**config.mk**
```make
export PLATFORM = sky130hd
export DESIGN_NAME = ee354_gcd_sched_flat
export DESIGN_NICKNAME = d
export VERILOG_FILES = /design/src/rtl/ee354_gcd_pkg.sv /design/src/rtl/ee354_gcd_sched_if.sv /design/src/rtl/ee354_rr_arbiter.sv /design/src/rtl/ee354_gcd_sched.sv /design/src/flat_wrapper.sv
export SDC_FILE = /design/constraint.sdc
export NUM_CORES = 1
export LEC_CHECK = 0
export CORE_MARGIN = 4
export CORE_UTILIZATION = 35
export CTS_CLUSTER_SIZE = 28
export DETAILED_ROUTE_END_ITERATION = 10
export GPL_ROUTABILITY_DRIVEN = 1
export PLACE_DENSITY_LB_ADDON = 0.2
export REMOVE_ABC_BUFFERS = 1
export SLEW_MARGIN = 20
export SYNTH_ARGS = -nofsm -noshare
export SYNTH_HDL_FRONTEND = slang
export SYNTH_SLANG_ARGS = --single-unit
```
**constraint.sdc**
```tcl
create_clock -name Clk -period 4.67 [get_ports Clk]
set_input_delay 0.467 -clock Clk [delete_from_list [all_inputs] [get_ports Clk]]
set_output_delay 0.467 -clock Clk [all_outputs]
set_load 0.02 [all_outputs]
```
**src/rtl/ee354_gcd_pkg.sv**
```systemverilog
// Shared types and constants for the GCD engine scheduler.
package ee354_gcd_pkg;

  // Operand/result width; must match the GCD engine.
  localparam int unsigned W = 8;

  // One-hot state encoding.
  localparam int unsigned N_STATE = 5;
  localparam logic [N_STATE-1:0] IDLE = 5'b00001;
  localparam logic [N_STATE-1:0] LOAD = 5'b00010;
  localparam logic [N_STATE-1:0] RUN  = 5'b00100;
  localparam logic [N_STATE-1:0] ACK  = 5'b01000;
  localparam logic [N_STATE-1:0] RESP = 5'b10000;

  // Bit positions of each state in the one-hot vector.
  localparam int unsigned BIT_IDLE = 0;
  localparam int unsigned BIT_LOAD = 1;
  localparam int unsigned BIT_RUN  = 2;
  localparam int unsigned BIT_ACK  = 3;
  localparam int unsigned BIT_RESP = 4;

  typedef enum logic [N_STATE-1:0] {
    S_IDLE = IDLE,
    S_LOAD = LOAD,
    S_RUN  = RUN,
    S_ACK  = ACK,
    S_RESP = RESP
  } state_e;

  // Operand pair handed to the engine.
  typedef struct packed {
    logic [W-1:0] a;
    logic [W-1:0] b;
  } operands_t;

  // The engine never terminates on a zero operand, so those pairs are answered locally.
  function automatic logic needs_bypass(input operands_t op);
    return (op.a == '0) || (op.b == '0);
  endfunction

  // gcd(0,x) = x and gcd(0,0) = 0 both reduce to a bitwise OR when one side is zero.
  function automatic logic [W-1:0] bypass_gcd(input operands_t op);
    return op.a | op.b;
  endfunction

endpackage

```
**src/rtl/ee354_gcd_sched_if.sv**
```systemverilog
// Requester and engine signal bundle of the GCD scheduler.
interface ee354_gcd_sched_if
  import ee354_gcd_pkg::*;
#(
  parameter int unsigned N_REQ = 4
);

  // Requester side
  logic [N_REQ-1:0]   Req;
  logic [N_REQ*W-1:0] ReqA;
  logic [N_REQ*W-1:0] ReqB;
  logic [N_REQ-1:0]   Grant;
  logic [N_REQ-1:0]   Rsp_Valid;
  logic [W-1:0]       Rsp_Data;
  logic [N_REQ-1:0]   Rsp_Ack;

  // Engine side
  logic [W-1:0]       Eng_Ain;
  logic [W-1:0]       Eng_Bin;
  logic               Eng_Start;
  logic               Eng_Ack;
  logic               Eng_Done;
  logic [W-1:0]       Eng_Result;

  // Status
  logic               Busy;
  logic               q_Idle;
  logic               q_Load;
  logic               q_Run;
  logic               q_Ack;
  logic               q_Resp;

  // Scheduler view
  modport slave (
    input  Req, ReqA, ReqB, Rsp_Ack, Eng_Done, Eng_Result,
    output Grant, Rsp_Valid, Rsp_Data, Eng_Ain, Eng_Bin, Eng_Start, Eng_Ack,
    output Busy, q_Idle, q_Load, q_Run, q_Ack, q_Resp
  );

  // Requesters plus engine view
  modport master (
    output Req, ReqA, ReqB, Rsp_Ack, Eng_Done, Eng_Result,
    input  Grant, Rsp_Valid, Rsp_Data, Eng_Ain, Eng_Bin, Eng_Start, Eng_Ack,
    input  Busy, q_Idle, q_Load, q_Run, q_Ack, q_Resp
  );

endinterface

```
**src/rtl/ee354_rr_arbiter.sv**
```systemverilog
// Combinational round-robin pick: first set request at or after ptr, wrapping.
module ee354_rr_arbiter #(
  parameter int unsigned N_REQ = 4,
  parameter int unsigned IDX_W = 2
) (
  input  logic [N_REQ-1:0] req,
  input  logic [IDX_W-1:0] ptr,
  output logic [N_REQ-1:0] gnt,
  output logic [IDX_W-1:0] gnt_idx
);

  logic             found_c;
  logic [IDX_W:0]   pos_c;

  // Scan from ptr upward, wrapping at N_REQ, and keep the first hit.
  always_comb begin
    gnt     = '0;
    gnt_idx = '0;
    found_c = 1'b0;
    pos_c   = '0;
    for (int unsigned k = 0; k < N_REQ; k++) begin
      pos_c = {1'b0, ptr} + (IDX_W+1)'(k);
      if (pos_c >= (IDX_W+1)'(N_REQ)) begin
        pos_c = pos_c - (IDX_W+1)'(N_REQ);
      end
      if (!found_c && req[pos_c[IDX_W-1:0]]) begin
        found_c                 = 1'b1;
        gnt[pos_c[IDX_W-1:0]]   = 1'b1;
        gnt_idx                 = pos_c[IDX_W-1:0];
      end
    end
  end

endmodule

```
**src/rtl/ee354_gcd_sched.sv**
```systemverilog
// Round-robin scheduler sharing one GCD engine among N_REQ requesters.
module ee354_gcd_sched
  import ee354_gcd_pkg::*;
#(
  parameter int unsigned N_REQ = 4
) (
  input  logic              Clk,
  input  logic              Reset,
  ee354_gcd_sched_if.slave  bus
);

  localparam int unsigned IDX_W = (N_REQ > 2) ? $clog2(N_REQ) : 1;

  state_e             state_q, state_d;
  logic [IDX_W-1:0]   ptr_q, ptr_d;
  logic [N_REQ-1:0]   grant_q, grant_d;
  logic [N_REQ-1:0]   rsp_valid_q, rsp_valid_d;
  logic [W-1:0]       rsp_data_q, rsp_data_d;
  operands_t          opr_q, opr_d;
  logic               start_q, start_d;
  logic               eng_ack_q, eng_ack_d;
  logic               busy_q, busy_d;

  logic [N_REQ-1:0]   arb_gnt;
  logic [IDX_W-1:0]   arb_idx;
  logic [IDX_W-1:0]   ptr_inc_c;
  operands_t          sel_opr_c;

  ee354_rr_arbiter #(
    .N_REQ (N_REQ),
    .IDX_W (IDX_W)
  ) u_arb (
    .req     (bus.Req),
    .ptr     (ptr_q),
    .gnt     (arb_gnt),
    .gnt_idx (arb_idx)
  );

  // Operand mux for the requester the arbiter picked.
  always_comb begin
    sel_opr_c = '0;
    for (int unsigned i = 0; i < N_REQ; i++) begin
      if (arb_gnt[i]) begin
        sel_opr_c.a = bus.ReqA[i*W +: W];
        sel_opr_c.b = bus.ReqB[i*W +: W];
      end
    end
  end

  // Pointer moves one past the winner so it has lowest priority next round.
  always_comb begin
    ptr_inc_c = (arb_idx == IDX_W'(N_REQ - 1)) ? '0 : arb_idx + IDX_W'(1);
  end

  // Next-state and registered-output logic.
  always_comb begin
    state_d     = state_q;
    ptr_d       = ptr_q;
    grant_d     = grant_q;
    rsp_valid_d = rsp_valid_q;
    rsp_data_d  = rsp_data_q;
    opr_d       = opr_q;
    start_d     = 1'b0;
    eng_ack_d   = 1'b0;

    unique case (state_q)
      S_IDLE: begin
        if (|bus.Req) begin
          grant_d = arb_gnt;
          opr_d   = sel_opr_c;
          ptr_d   = ptr_inc_c;
          if (needs_bypass(sel_opr_c)) begin
            rsp_data_d  = bypass_gcd(sel_opr_c);
            rsp_valid_d = arb_gnt;
            state_d     = S_RESP;
          end else begin
            start_d = 1'b1;
            state_d = S_LOAD;
          end
        end
      end

      S_LOAD: begin
        state_d = S_RUN;
      end

      S_RUN: begin
        if (bus.Eng_Done) begin
          rsp_data_d = bus.Eng_Result;
          eng_ack_d  = 1'b1;
          state_d    = S_ACK;
        end
      end

      S_ACK: begin
        rsp_valid_d = grant_q;
        state_d     = S_RESP;
      end

      S_RESP: begin
        if (|(bus.Rsp_Ack & grant_q)) begin
          grant_d     = '0;
          rsp_valid_d = '0;
          state_d     = S_IDLE;
        end
      end

      default: begin
        state_d     = S_IDLE;
        grant_d     = '0;
        rsp_valid_d = '0;
        rsp_data_d  = '0;
        opr_d       = '0;
      end
    endcase

    busy_d = (state_d != S_IDLE);
  end

  // State and output registers.
  always_ff @(posedge Clk or posedge Reset) begin
    if (Reset) begin
      state_q     <= S_IDLE;
      ptr_q       <= '0;
      grant_q     <= '0;
      rsp_valid_q <= '0;
      rsp_data_q  <= '0;
      opr_q       <= '0;
      start_q     <= 1'b0;
      eng_ack_q   <= 1'b0;
      busy_q      <= 1'b0;
    end else begin
      state_q     <= state_d;
      ptr_q       <= ptr_d;
      grant_q     <= grant_d;
      rsp_valid_q <= rsp_valid_d;
      rsp_data_q  <= rsp_data_d;
      opr_q       <= opr_d;
      start_q     <= start_d;
      eng_ack_q   <= eng_ack_d;
      busy_q      <= busy_d;
    end
  end

  assign bus.Grant     = grant_q;
  assign bus.Rsp_Valid = rsp_valid_q;
  assign bus.Rsp_Data  = rsp_data_q;
  assign bus.Eng_Ain   = opr_q.a;
  assign bus.Eng_Bin   = opr_q.b;
  assign bus.Eng_Start = start_q;
  assign bus.Eng_Ack   = eng_ack_q;
  assign bus.Busy      = busy_q;
  assign bus.q_Idle    = state_q[BIT_IDLE];
  assign bus.q_Load    = state_q[BIT_LOAD];
  assign bus.q_Run     = state_q[BIT_RUN];
  assign bus.q_Ack     = state_q[BIT_ACK];
  assign bus.q_Resp    = state_q[BIT_RESP];

endmodule

```
**src/flat_wrapper.sv**
```systemverilog
// flat-port wrapper written by rule: the top's interface ports become plain ports
module ee354_gcd_sched_flat import ee354_gcd_pkg::*;
#(
  parameter int unsigned N_REQ = 4
)
  (Clk, Reset, bus_Req, bus_ReqA, bus_ReqB, bus_Rsp_Ack, bus_Eng_Done, bus_Eng_Result, bus_Grant, bus_Rsp_Valid, bus_Rsp_Data, bus_Eng_Ain, bus_Eng_Bin, bus_Eng_Start, bus_Eng_Ack, bus_Busy, bus_q_Idle, bus_q_Load, bus_q_Run, bus_q_Ack, bus_q_Resp);
  ee354_gcd_sched_if #(.N_REQ(N_REQ)) bus_i ();
  input  logic Clk;
  input  logic Reset;
  input wire logic [$bits(bus_i.Req)-1:0] bus_Req;
  input wire logic [$bits(bus_i.ReqA)-1:0] bus_ReqA;
  input wire logic [$bits(bus_i.ReqB)-1:0] bus_ReqB;
  input wire logic [$bits(bus_i.Rsp_Ack)-1:0] bus_Rsp_Ack;
  input wire logic [$bits(bus_i.Eng_Done)-1:0] bus_Eng_Done;
  input wire logic [$bits(bus_i.Eng_Result)-1:0] bus_Eng_Result;
  output wire logic [$bits(bus_i.Grant)-1:0] bus_Grant;
  output wire logic [$bits(bus_i.Rsp_Valid)-1:0] bus_Rsp_Valid;
  output wire logic [$bits(bus_i.Rsp_Data)-1:0] bus_Rsp_Data;
  output wire logic [$bits(bus_i.Eng_Ain)-1:0] bus_Eng_Ain;
  output wire logic [$bits(bus_i.Eng_Bin)-1:0] bus_Eng_Bin;
  output wire logic [$bits(bus_i.Eng_Start)-1:0] bus_Eng_Start;
  output wire logic [$bits(bus_i.Eng_Ack)-1:0] bus_Eng_Ack;
  output wire logic [$bits(bus_i.Busy)-1:0] bus_Busy;
  output wire logic [$bits(bus_i.q_Idle)-1:0] bus_q_Idle;
  output wire logic [$bits(bus_i.q_Load)-1:0] bus_q_Load;
  output wire logic [$bits(bus_i.q_Run)-1:0] bus_q_Run;
  output wire logic [$bits(bus_i.q_Ack)-1:0] bus_q_Ack;
  output wire logic [$bits(bus_i.q_Resp)-1:0] bus_q_Resp;
  assign bus_i.Req = bus_Req;
  assign bus_i.ReqA = bus_ReqA;
  assign bus_i.ReqB = bus_ReqB;
  assign bus_i.Rsp_Ack = bus_Rsp_Ack;
  assign bus_i.Eng_Done = bus_Eng_Done;
  assign bus_i.Eng_Result = bus_Eng_Result;
  assign bus_Grant = bus_i.Grant;
  assign bus_Rsp_Valid = bus_i.Rsp_Valid;
  assign bus_Rsp_Data = bus_i.Rsp_Data;
  assign bus_Eng_Ain = bus_i.Eng_Ain;
  assign bus_Eng_Bin = bus_i.Eng_Bin;
  assign bus_Eng_Start = bus_i.Eng_Start;
  assign bus_Eng_Ack = bus_i.Eng_Ack;
  assign bus_Busy = bus_i.Busy;
  assign bus_q_Idle = bus_i.q_Idle;
  assign bus_q_Load = bus_i.q_Load;
  assign bus_q_Run = bus_i.q_Run;
  assign bus_q_Ack = bus_i.q_Ack;
  assign bus_q_Resp = bus_i.q_Resp;
  ee354_gcd_sched #(.N_REQ(N_REQ)) u_core (.Clk(Clk), .Reset(Reset), .bus(bus_i));
endmodule
```
After elaboration in Yosys (flattened, before gate mapping)

Index checks and enable logic that the tools add are counted.

$add $sub $neg: 8
Multiply operators: 0
Divide/modulo/power cells: 0
$lt $le $gt $ge: 12
Equal/unequal tests: 11
Shift operators: 0
Mux-type cells: 58
Bitwise logic cells: 9
Reductions and logical operators: 24

Operators with widths:

| kind                                                                                 | count |
|---|---|
| 16-bit 2-to-1 mux                                                                    | 5 |
| 4-bit 2-to-1 mux                                                                     | 8 |
| 16-bit case mux with 2 select lines                                                  | 1 |
| 5-bit case mux with 5 select lines                                                   | 1 |
| 8-bit 2-to-1 mux                                                                     | 3 |
| 8-bit case mux with 3 select lines                                                   | 1 |
| 5-bit 2-to-1 mux                                                                     | 4 |
| 2-bit 2-to-1 mux                                                                     | 9 |
| 8-bit logical NOT                                                                    | 2 |
| 1-bit 2-to-1 mux                                                                     | 16 |
| 4-bit case mux with 4 select lines                                                   | 1 |
| 2-bit by 3-bit less-than comparator with 1-bit output (second input constant)        | 4 |
| 4-bit bitwise OR                                                                     | 3 |
| 4-bit case mux with 3 select lines                                                   | 1 |
| 4-bit OR reduction                                                                   | 3 |
| 3-bit greater-or-equal comparator (second input constant)                            | 3 |
| 1-bit binary-select mux with 2-bit select                                            | 4 |
| 1-bit demux with 2-bit select                                                        | 4 |
| 2-bit by 1-bit greater-or-equal comparator with 1-bit output (second input constant) | 4 |
| 8-bit bitwise OR                                                                     | 1 |
| 4-bit AND reduction                                                                  | 2 |
| 2-bit by 1-bit subtractor with 2-bit output (second input constant)                  | 4 |
| 1-bit logical AND                                                                    | 7 |
| 2-bit by 2-bit adder with 3-bit output (second input constant)                       | 2 |
| other kinds (20)                                                                     | 29 |

Flip-flop bits (word level): 42
Latch bits: 0
Memory bits (writable): 0
Bits in read-only memories: 0
Input bits: 83
Logic and storage cells: 132
Memories: 0

Longest topological paths before layout

Gate-level depths: netlist of run 1.

Depth in word-level cells: 24
Depth in mapped cells: 16

Modules after synthesis

A second synthesis of run 1 with hierarchy kept.

Cells, all modules: 336
Area, all modules: 2,996.6 um^2

By module, submodules not included:

| module           | times used | cells each | area an instance (um^2) |
|---|---|---|---|
| ee354_gcd_sched  | 1          | 288        | 2,592.5 |
| ee354_rr_arbiter | 1          | 48         | 404.1 |

Worst setup path before layout of run 1

Ideal clock, no wire load.

Kind: register to register
From: reg u_core.ptr_q[1]
To: reg u_core.rsp_data_q[0] (netlist: u_core.bus.Rsp_Data[0])
Arrival: 3,834 ps
Slack: 711 ps
Cell stages (with the launch flop): 16
Path buffers: 3
Cell sequence: dfrtp_1 buf_2 inv_1 ha_1 buf_2 mux4_2 a221oi_2 nor3_2 or3_4 buf_6 a311oi_2 o21ai_2 a2111oi_4 nand3_2 a31oi_4 mux2_4

Word-level cells in the longest chain between the ends: 22
Elaborated cells between the ends (all ways): 72
Those cells by class: add/sub: 7; order compare: 12; eq/ne: 1; mux: 34; bitwise: 4; reduce/logical: 14

RTL lines:

| what                                                                                                         | line                                       | RTL |
|---|---|---|
| from (decl)                                                                                                  | ee354_gcd_sched.sv:15                      | `logic [IDX_W-1:0] ptr_q, ptr_d;` |
| from (signal assigned)                                                                                       | ee354_gcd_sched.sv:134                     | `ptr_q <= ptr_d;` |
| parallel branches: the longest is 13 deep, another holds 2-bit by 1-bit adder with 3-bit output              | n/a                                        |  |
| 4-bit 2-to-1 mux *                                                                                           | ee354_rr_arbiter.sv:26                     | `if (!found_c && req[pos_c[IDX_W-1:0]]) begin` |
| 16-bit 2-to-1 mux (3 in a row)                                                                               | ee354_gcd_sched.sv:43                      | `if (arb_gnt[i]) begin` |
| 16-bit 2-to-1 mux *                                                                                          | ee354_gcd_sched.sv:43                      |  |
| 8-bit logical NOT / 8-bit bitwise OR (equally long branches)                                                 | ee354_gcd_pkg.sv:38, ee354_gcd_pkg.sv:43   |  |
| 1-bit logical OR / 8-bit 2-to-1 mux (equally long branches)                                                  | ee354_gcd_pkg.sv:38, ee354_gcd_sched.sv:72 |  |
| 2-bit by 1-bit inequality test with 1-bit output (no source line) / 8-bit 2-to-1 mux (equally long branches) | n/a                                        |  |
| 4-bit AND reduction (no source line) / 8-bit case mux with 3 select lines (equally long branches)            | n/a                                        |  |
| to (signal assigned)                                                                                         | ee354_gcd_sched.sv:137                     | `rsp_data_q <= rsp_data_d;` |
| to (decl)                                                                                                    | ee354_gcd_sched.sv:18                      | `logic [W-1:0] rsp_data_q, rsp_data_d;` |

Every way passes the cells marked *. The select of a mux whose other input is x is not followed.
A chain may end at the register's enable or synchronous reset.

==> run_results.csv, run 1 <==
group,metric,value,unit
drt,viasPerCell,5.58,
global_route,grt_antenna_before_repair,0,
drt,vias,3550,
setup_path,reg2reg_depth,12,
sta,period_needed,4.31,ns
final_layout,syn_to_final_growth,42.7,%
sta,skew,0.00889,ns
placement,hpwl,9.19,mm
clock_tree,numCtsBuffers,5,
logic_synthesis,synth_edf_count,0,
logic_synthesis,synth_area,3440,um^2
setup_path,cp-end-kind,"flop",
clock_tree,clk_latency,0.30,ns
power_and_ir_drop,power,4170,uW
placement,place_congestion,0.838,
clock_tree,cts_resized,0,
die,start_util,36.5,%
power_and_ir_drop,powerDensity,850,nW/um^2
sta,finalMaxSlewViolations,0,
die,die_h,107,um
min_path,holdPathStages,2,
logic_synthesis,synth-main-ff-cell,"dfrtp_1",
sta,finalSetupViolCount,0,
setup_path,criticalPathCategory,"flop to flop",
clock_tree,clockRootBuffer,"clkbuf_8",
logic_synthesis,yosysTopAreaCellShare,29.9,%
global_route,grt_start_max_net_pins,43,
logic_synthesis,synth_async_sr_flop_share,100,%
setup_path,arrival,4.50,ns
clock_tree,clockBufferDepth,2,
power_and_ir_drop,ir_worst_vdd,0.324,mV
global_route,grt_use_total,19.9,%
logic_synthesis,synth_commonest_cells,"55 x nand2_1, 41 x dfrtp_1, 31 x nor2_1, 28 x o21ai_0",
drt,ant_nets,0,
logic_synthesis,synth.most_common_cell,"nand2_1",
die,pin_count,123,
final_layout,drive_above_1_share,12.4,%
logic_synthesis,yosysSeqAreaShare,30.6,%
global_route,grt_first_pass_wirelength,18.1,mm
setup_path,start_kind,"flop",
final_layout,diodes,0,
clock_tree,cts_tree,"built",
die,die_area,11500,um^2
drt,drt-total-wl,11.6,mm
sta,tns,0,ns
drt,drc,0,
outcome,status,"completed",
global_route,first_global_vias,3488,
logic_synthesis,yosys_register_bits,42,
sta,hold_viol,0,
logic_synthesis,syn_avg_cell_area,8.77,um^2
die,die_x,107,um
sta,fmax,232,MHz
min_path,min_path_type,"flop to flop",
setup_path,cp_max_fo,11,
logic_synthesis,synth_cell_types,78,
drt,post_drt_wl_per_cell,18.3,um
logic_synthesis,synthTopCellsByArea,"dfrtp_1 30%, nand2_1 6.0%, o21ai_0 4.1%",
clock_tree,cts_hold_repair.buffers,0,
sta,period_share,92.4,%
sta,worst_slew_pin_slew,0.806,ns
job,drv_cap,0,
logic_synthesis,synth_top_area_cell,"dfrtp_1",
clock_tree,post_cts_buffers,0,
die,coreArea,9420,um^2
drt,dr.pass1.iters,5,
die,row_count,35,
sta,rsz0062_at_grt,"false",
final_layout,fin_util,52.1,%
global_route,gr-total-overflow,0,
power_and_ir_drop,cellLeakagePower,0.00203,uW
clock_tree,clock_sinks,42,
clock_tree,path_clk_slew,0.08,ns
setup_path,cp_data_required_time,4.86,ns
placement,port_buffers,122,
drt,drt_iter0_drc,208,
sta,slew_headroom,45.7,%
sta,fin_ws,0.356,ns
placement,dp_slack,0.160,ns
logic_synthesis,ys_warn_count,0,
logic_synthesis,syn_inst,392,
clock_tree,cts.htree.levels,2,
final_layout,final_nets,595,
cell usage in the layout (no fill, tap or decap), types with 3 or more instances in the layout:
| cell | n |
|---|---|
| dfrtp_1 | 41 |
| o21ai_1 | 4 |
| mux2_4 | 8 |
| nor4_1 | 6 |
| or3_1 | 4 |
| inv_1 | 7 |
| mux4_2 | 3 |
| a211oi_1 | 3 |
| buf_4 | 13 |
| a21boi_1 | 3 |
| a21oi_1 | 15 |
| nor3_1 | 6 |
| clkbuf_8 | 5 |
| a22oi_1 | 3 |
| and2_1 | 5 |
| nand3_1 | 11 |
| nor2b_1 | 8 |
| nor2_1 | 31 |
| ha_1 | 6 |
| nand2_1 | 55 |
| nand2b_1 | 3 |
| a31oi_1 | 4 |
| clkdlybuf4s50_1 | 122 |
| o21ai_0 | 28 |
| and3_1 | 4 |
| o31ai_1 | 4 |
| o211ai_1 | 5 |
| mux2_2 | 8 |
| a22o_1 | 6 |
| xnor2_1 | 3 |
| a311oi_1 | 4 |
| a221o_1 | 9 |
| a21o_1 | 9 |
| a221oi_2 | 5 |
state kept, by name, indices dropped and copies added, names as in the netlist, named ones only:
| register | count |
|---|---|
| u_core.bus.Busy | 1 |
| u_core.bus.Eng_Ack | 1 |
| u_core.bus.Eng_Ain | 8 |
| u_core.bus.Eng_Bin | 8 |
| u_core.bus.Eng_Start | 1 |
| u_core.bus.Grant | 4 |
| u_core.bus.Rsp_Data | 8 |
| u_core.bus.Rsp_Valid | 4 |
| u_core.ptr_q | 1 |
| u_core.state_q | 5 |
power by group:
part	internal [uW]	switching (uW)
registers	507	101
clock network	214	140
logic	1420	1790
worst paths after layout:
kind                                            start                      end  slack, ns
worst max-delay path                             flop   u_core.bus.Rsp_Data[4]       0.36
worst min-delay path            u_core.bus.Eng_Bin[1]    u_core.bus.Eng_Bin[1]       0.49
worst max register to register                   flop   u_core.bus.Rsp_Data[4]       0.36
worst min register to register  u_core.bus.Eng_Bin[1]    u_core.bus.Eng_Bin[1]       0.49
max in group asynchronous                       Reset  u_core.bus.Rsp_Valid[2]       3.67
min in group asynchronous                       Reset        u_core.state_q[2]       0.60
cell type report:
type	instances	area, um^2
sequential	42	1050
fill	871	4510
clock inverter	3	68.8
tap	129	161
multi-input combinational	315	2210
inverter	7	26.3
timing repair buffer	135	1320
clock buffer	5	68.8
worst max-delay path: stages, from the launching register on:
cell and delay (ns):
dfrtp_1 0.38, inv_1 0.16, ha_1 0.38, or3b_1 0.43
a2111o_1 0.43, nand2_1 0.24, a221o_1 0.47, a211oi_1 0.09
o22a_1 0.30, a2111oi_4 0.41, nand3_2 0.16, a31oi_4 0.41
mux2_4 0.34
metrics by stage:
stage | instances | instance area, um^2 | hold WS, ns
floorplan | 364 | 3290 | 0.590
global placement | 628 | 4770 | 0.463
detailed placement | 628 | 4770 | 0.467
CTS | 636 | 4910 | 0.488
global route | 636 | 4910 | 0.511
finish | 636 | 4910 | 0.486
metal layers:
metal / up-vias / share of wire [%] / global-route usage [%]
li1: 1701 / - / -
met1: 1693 / 44 / 27.0
met2: 136 / 47 / 31.7
met3: 20 / 6.8 / 3.73
met4: 0 / 2.4 / 6.67
met5: - / 0 / 0
cell families after synthesis:
family                     Yosys count  share of synthesized area (%)
muxes                               21                           8.66
xor gates and xnor gates             3                          0.765
and+or+nand+nor                    151                           21.7
AOI/OAI and AO/OA                  134                           30.9
adders and majority gates            6                           2.18
DFF                                 42                           30.6
buffers and inverters               35                           5.10
(Power assumes the default switching activity.)
==> inputs of run 2 (changes only) <==
--- a/config.mk
+++ b/config.mk
@@ -5,14 +5,14 @@
 export SDC_FILE = /design/constraint.sdc
 export NUM_CORES = 1
 export LEC_CHECK = 0
-export CORE_MARGIN = 4
 export CORE_UTILIZATION = 35
 export CTS_CLUSTER_SIZE = 28
 export DETAILED_ROUTE_END_ITERATION = 10
 export GPL_ROUTABILITY_DRIVEN = 1
-export PLACE_DENSITY_LB_ADDON = 0.2
+export PLACE_DENSITY = 0.65
 export REMOVE_ABC_BUFFERS = 1
 export SLEW_MARGIN = 20
 export SYNTH_ARGS = -nofsm -noshare
 export SYNTH_HDL_FRONTEND = slang
+export SYNTH_HIERARCHICAL = 1
 export SYNTH_SLANG_ARGS = --single-unit
==> run 2 against run 1 <==
Against the previous run: global-route usage rose by 2.6 points; clock power fell by 33%; sequential power rose by 1%; wire length fell by 13%; highest routed layer unchanged; register-to-register slack improved by 0.12 ns; utilization rose by 1.3 points; critical path depth did not move; largest cell class unchanged; maximum frequency rose by 1.2%; sequential share of layout area rose by 2.4 points; via count fell by 6.9%; total power fell by 12%; non-clock buffer count fell by 3.
==> run_results.csv, run 2 <==
group,metric,value,unit
logic_synthesis,synth_area,3000,um^2
global_route,grt_antenna_before_repair,0,
clock_tree,post_cts_buffers,0,
die,die_h,94.5,um
logic_synthesis,synth_top_family_by_area,"compound AO/OA/AOI/OAI gates",
setup_path,reg2reg_depth,13,
drt,drt_iter0_drc,154,
drt,ant_nets,0,
setup_path,r2r-end,"u_core/bus.Rsp_Data[2]",
global_route,first_global_vias,3117,
placement,placed_cells,552,
logic_synthesis,ys_warn_count,6,
clock_tree,cts_hold_repair.buffers,0,
placement,port_buffers,122,
setup_path,cp-end-kind,"flop",
clock_tree,path_clk_slew,0.09,ns
logic_synthesis,synth_async_sr_flop_share,100,%
clock_tree,numCtsBuffers,5,
logic_synthesis,yosysTopAreaCellShare,34.2,%
setup_path,r2r-start,"u_core/ptr_q[1]",
drt,drc,0,
drt,drt-total-wl,10.2,mm
logic_synthesis,synthAdderAreaFrac,2.51,%
logic_synthesis,yosys.area_share.simple,22.0,%
setup_path,criticalPathCategory,"input port to flop",
logic_synthesis,synthTopCellsByArea,"dfrtp_1 34%, o22ai_1 5.4%, o21ai_0 4.3%",
sta,rsz0062_at_grt,"false",
clock_tree,cts_tree,"built",
min_path,min_path_type,"flop to flop",
min_path,holdPathEnd,"u_core/bus.Eng_Bin[4]",
job,drv_cap,0,
drt,vias,3304,
min_path,holdPathStages,2,
setup_path,start_kind,"input port",
final_layout,design_area,4410,um^2
sta,hold_viol,0,
clock_tree,clock_sinks,42,
power_and_ir_drop,cellLeakagePower,0.00175,uW
setup_path,cp_max_fo,15,
die,pin_count,123,
clock_tree,cts.htree.levels,2,
sta,worst_slew_pin_slew,0.898,ns
sta,finalSetupViolCount,0,
logic_synthesis,synthMuxAreaShare,7.31,%
drt,dr.pass1.iters,5,
logic_synthesis,synth-main-ff-cell,"dfrtp_1",
drt,viasPerCell,5.90,
logic_synthesis,syn_avg_cell_area,8.92,um^2
final_layout,fin_util,53.4,%
outcome,status,"completed",
global_route,grt_use_total,22.5,%
final_layout,final_cell_mix,"122 x clkdlybuf4s50_1, 41 x dfrtp_1, 32 x nand2_1",
drt,post_drt_wl_per_cell,18.2,um
clock_tree,clockBufferDepth,2,
logic_synthesis,synth_cell_types,51,
global_route,grt_first_pass_wirelength,15.7,mm
die,start_util,36.3,%
logic_synthesis,syn_inst,336,
power_and_ir_drop,ir_worst_vdd,0.399,mV
final_layout,final_common_cell,"clkdlybuf4s50_1",
setup_path,crit_path_cell_trace,"clkdlybuf4s50_1, mux4_2, nor2b_1, a22oi_1, o21ai_0, or2_1, a221oi_1, o22ai_1, nor4_2, buf_4, or4_1, o31ai_2",
die,row_count,33,
power_and_ir_drop,power,3690,uW
placement,hpwl,7.88,mm
setup_path,max_stage_delay,0.62,ns
sta,fmax,235,MHz
global_route,grt_start_max_net_pins,43,
final_layout,diodes,0,
logic_synthesis,synth-compound-area-share,28.4,%
die,die_x,94.5,um
logic_synthesis,synth_edf_count,0,
placement,place_congestion,0.877,
setup_path,arrival,4.46,ns
sta,period_needed,4.26,ns
logic_synthesis,synth_commonest_cells,"41 x dfrtp_1, 32 x nand2_1, 30 x nor2_1, 26 x o21ai_0, 26 x o22ai_1",
logic_synthesis,synth_top_area_cell,"dfrtp_1",
sta,slew_headroom,40.0,%
final_layout,fin_cells,560,
power_and_ir_drop,powerDensity,837,nW/um^2
die,coreArea,8260,um^2
sta,finalMaxSlewViolations,0,
setup_path,cp_data_required_time,4.87,ns
sta,period_share,91.3,%
logic_synthesis,synth.most_common_cell,"dfrtp_1",
logic_synthesis,yosys_register_bits,42,
sta,skew,0.0122,ns
final_layout,syn_to_final_growth,47.1,%
die,die_area,8940,um^2
final_layout,final_nets,543,
clock_tree,clockRootBuffer,"clkbuf_8",
setup_path,rrSetupSlack,0.48,ns
logic_synthesis,yosysSeqAreaShare,35.1,%
min_path,hold_path.startpoint,"u_core/bus.Eng_Bin[4]",
clock_tree,clk_latency,0.30,ns
logic_synthesis,synth_xor_area_share,0.292,%
global_route,gr-total-overflow,0,
final_layout,drive_above_1_share,8.79,%
setup_path,slowest_stage,"mux4_2",
placement,postPlaceCellArea,4320,um^2
clock_tree,cts_resized,0,
==> run 2: cell types whose count changed after synthesis, moves of 9 or more <==
cell,change
o22ai_1,+24
a221oi_1,+13
a21oi_1,-11
a221o_1,-9
nand2_1,-23
==> run 2: cells by family (layout without fill, tap and decap cells) <==
| group | after synthesis | count (layout) |
|---|---|---|
| simple gates | 125 | 125 |
| compound gates | 119 | 119 |
| flops | 42 | 42 |
| buf+inv | 27 | 146 |
| mux | 16 | 16 |
| fa+ha+maj | 6 | 6 |
| xor+xnor | 1 | 1 |
==> run 2: layout make-up <==
class | instances | area, um^2
clock buffers | 5 | 68.8
clock inverters | 3 | 21.3
fillers | 780 | 3850
inverters | 6 | 22.5
multi-input cells | 267 | 1810
flip-flops and latches | 42 | 1050
well taps | 105 | 131
repair buffers | 132 | 1300
==> run 2: how the worst max path moves through the flow <==
stage | slack [ns] | endpoint | startpoint
floorplan | -0.73 | u_core/bus.Rsp_Data[4] | u_core/ptr_q[0]
global placement | 0.32 | u_core/bus.Rsp_Data[5] | bus_Req[3]
detailed placement | 0.20 | u_core/bus.Rsp_Data[4] | bus_Req[3]
CTS | 0.47 | u_core/bus.Rsp_Data[2] | bus_Req[3]
global route | 0.11 | u_core/bus.Rsp_Data[6] | bus_Req[1]
finish | 0.41 | u_core/bus.Rsp_Data[2] | bus_Req[3]
==> run 2: power breakdown <==
part	switching (uW)	total [uW]	internal (uW)
clock network	133	238	105
registers	107	617	510
logic	1700	2830	1130
==> run 2: metal layers <==
metal	vias to the layer above	track usage (%)	share of wire (%)
met5	-	0	0
li1	1549	-	-
met2	141	36.7	47
met4	0	5.30	1.7
met1	1599	31.2	45
met3	15	3.54	5.4
==> run 2: per-stage QoR <==
| step | setup TNS, ns | hold slack, ns | setup WS [ns] |
|---|---|---|---|
| after floorplan | -9.45 | 0.590 | -0.729 |
| after global placement | 0 | 0.462 | 0.321 |
| after detailed placement | 0 | 0.470 | 0.198 |
| after CTS | 0 | 0.491 | 0.467 |
| after global routing | 0 | 0.521 | 0.108 |
| final | 0 | 0.485 | 0.407 |
==> run 2: critical path: cells and delay by family <==
family | cells | cell delay (ns)
and+or+nand+nor | 4 | 1.49
AOI/OAI and AO/OA | 5 | 1.18
buffers and inverters | 2 | 0.69
muxes | 1 | 0.62
==> inputs of run 3 (changes only) <==
--- a/config.mk
+++ b/config.mk
@@ -11,6 +11,7 @@
 export GPL_ROUTABILITY_DRIVEN = 1
 export PLACE_DENSITY = 0.65
 export REMOVE_ABC_BUFFERS = 1
+export SETUP_SLACK_MARGIN = 0.4
 export SLEW_MARGIN = 20
 export SYNTH_ARGS = -nofsm -noshare
 export SYNTH_HDL_FRONTEND = slang
==> run 3 against run 2 <==
Against the previous run: utilization grew 0.21 points; setup slack gained 0.21 ns; cell count grew 0.36%; die area is the same; worst hold slack is essentially flat; register-to-register slack gained 0.20 ns; wire length grew 0.40%; via count shrank 1.2%; maximum frequency grew 5.1%; critical endpoint unchanged; highest routed layer unchanged.
==> run_results.csv, run 3 (same netlist as run 2, synthesis figures left out) <==
group,metric,value,unit
die,row_count,33,
clock_tree,numCtsBuffers,5,
drt,dr.pass1.iters,4,
die,die_x,94.5,um
setup_path,r2r-end,"u_core/bus.Rsp_Data[2]",
die,die_area,8940,um^2
placement,postPlaceCellArea,4320,um^2
job,drv_cap,0,
die,coreArea,8260,um^2
global_route,use_met2,36.7,%
drt,ant_nets,0,
sta,hold_viol,0,
global_route,use_met3,3.54,%
sta,fin_ws,0.615,ns
drt,drc,0,
die,start_util,36.3,%
global_route,grt-busiest-layer,"met2",
placement,port_buffers,122,
die,die_h,94.5,um
clock_tree,clock_sinks,42,
global_route,first_global_vias,3117,
final_layout,final_cell_mix,"122 x clkdlybuf4s50_1, 41 x dfrtp_1, 32 x nand2_1",
setup_path,start_kind,"input port",
sta,worst_slew_pin_slew,0.893,ns
power_and_ir_drop,cellLeakagePower,0.00176,uW
drt,vias,3266,
min_path,min_path_type,"flop to flop",
die,pin_count,123,
drt,viasPerCell,5.81,
setup_path,cp_data_required_time,4.87,ns
setup_path,criticalPathCategory,"input port to flop",
drt,drt_iter0_drc,220,
clock_tree,cts_hold_repair.buffers,0,
global_route,grt_first_pass_wirelength,15.7,mm
global_route,grt_antenna_before_repair,0,
setup_path,reg2reg_depth,14,
power_and_ir_drop,ir_worst_vdd,0.408,mV
clock_tree,path_clk_slew,0.09,ns
global_route,grt_use_total,22.5,%
outcome,status,"completed",
clock_tree,cts.htree.levels,2,
final_layout,design_area,4420,um^2
setup_path,rrSetupSlack,0.68,ns
clock_tree,clockBufferDepth,2,
sta,fmax,247,MHz
setup_path,r2r-start,"u_core/ptr_q[1]",
final_layout,drive_above_1_share,10.1,%
clock_tree,cts_tree,"built",
sta,period_needed,4.05,ns
placement,place_congestion,0.877,
final_layout,diodes,0,
setup_path,crit_start,"bus_Req[3]",
final_layout,syn_to_final_growth,47.6,%
sta,slew_headroom,40.3,%
global_route,gr-total-overflow,0,
final_layout,num-fill-cells,779,
global_route,use_met1,31.2,%
sta,skew,0.0117,ns
final_layout,final_common_cell,"clkdlybuf4s50_1",
sta,hold_slack,0.485,ns
sta,finalMaxSlewViolations,0,
sta,finalSetupViolCount,0,
placement,dp_slack,0.198,ns
sta,tns,0,ns
setup_path,cp_max_fo,15,
sta,rsz0062_at_grt,"false",
clock_tree,clockRootBuffer,"clkbuf_8",
clock_tree,clk_latency,0.29,ns
placement,hpwl,7.88,mm
global_route,grt_start_max_net_pins,43,
final_layout,final_nets,545,
sta,period_share,86.8,%
power_and_ir_drop,powerDensity,838,nW/um^2
setup_path,arrival,4.25,ns
setup_path,cp-end-kind,"flop",
setup_path,crit_end,"u_core/bus.Rsp_Data[2]",
final_layout,fin_util,53.6,%
drt,drt-total-wl,10.2,mm
drt,post_drt_wl_per_cell,18.2,um
[run 3: worst min-delay path by stage]
| stage | endpoint | start | cells after the start |
|---|---|---|---|
| finish | u_core/bus.Eng_Bin[4] | u_core/bus.Eng_Bin[4] | 2 |
| global route | u_core/bus.Eng_Bin[4] | u_core/bus.Eng_Bin[4] | 2 |
| CTS | u_core/bus.Eng_Bin[4] | u_core/bus.Eng_Bin[4] | 2 |
| detailed placement | u_core/bus.Eng_Bin[4] | u_core/bus.Eng_Bin[4] | 2 |
| global placement | u_core/bus.Eng_Ain[4] | u_core/bus.Eng_Ain[4] | 2 |
| floorplan | u_core/bus.Eng_Ain[4] | u_core/bus.Eng_Ain[4] | 2 |
[run 3: layout make-up]
| cell class | count | area, um^2 | area share, % |
|---|---|---|---|
| multi-input combinational | 267 | 1820 | 41.1 |
| clock inverter | 3 | 21.3 | 0.481 |
| sequential | 42 | 1050 | 23.8 |
| timing repair buffer | 134 | 1310 | 29.6 |
| inverter | 6 | 22.5 | 0.509 |
| clock buffer | 5 | 68.8 | 1.56 |
| tap | 105 | 131 | 2.97 |
[run 3: through the flow]
stage / instances / power (uW)
2_1_floorplan: 315 / 2490
3_3_place_gp: 552 / 3370
3_5_place_dp: 552 / 3420
4_1_cts: 560 / 3660
5_1_grt: 562 / 4000
6_report: 562 / 3710
[run 3: report_power, final]
group | internal (uW) | switching (uW) | leakage (uW)
Clock | 105 | 132 | 0.0000441
Sequential | 510 | 108 | 0.000555
Combinational | 1150 | 1700 | 0.00116
[run 3: layer usage]
metal | vias to the layer above | part of all wire (%)
met5 | - | 0
met4 | 0 | 1.3
met3 | 8 | 4.9
met2 | 122 | 48
met1 | 1586 | 45
li1 | 1550 | -
[run 3: what timing repair did]
action | CTS | global route
setup endpoints to repair | 0 | 13
gates resized for setup | 0 | 6
setup buffers | 0 | 2
[run 3: worst max-delay path, stage by stage]
cell             delay [ns]
clkdlybuf4s50_1        0.52
mux4_2                 0.63
nor4b_4                0.42
a22oi_1                0.12
o21ai_1                0.25
or2b_2                 0.47
o22ai_1                0.24
o22ai_1                0.15
nor4_2                 0.27
buf_4                  0.21
nor2_1                 0.06
buf_4                  0.20
o31ai_2                0.25
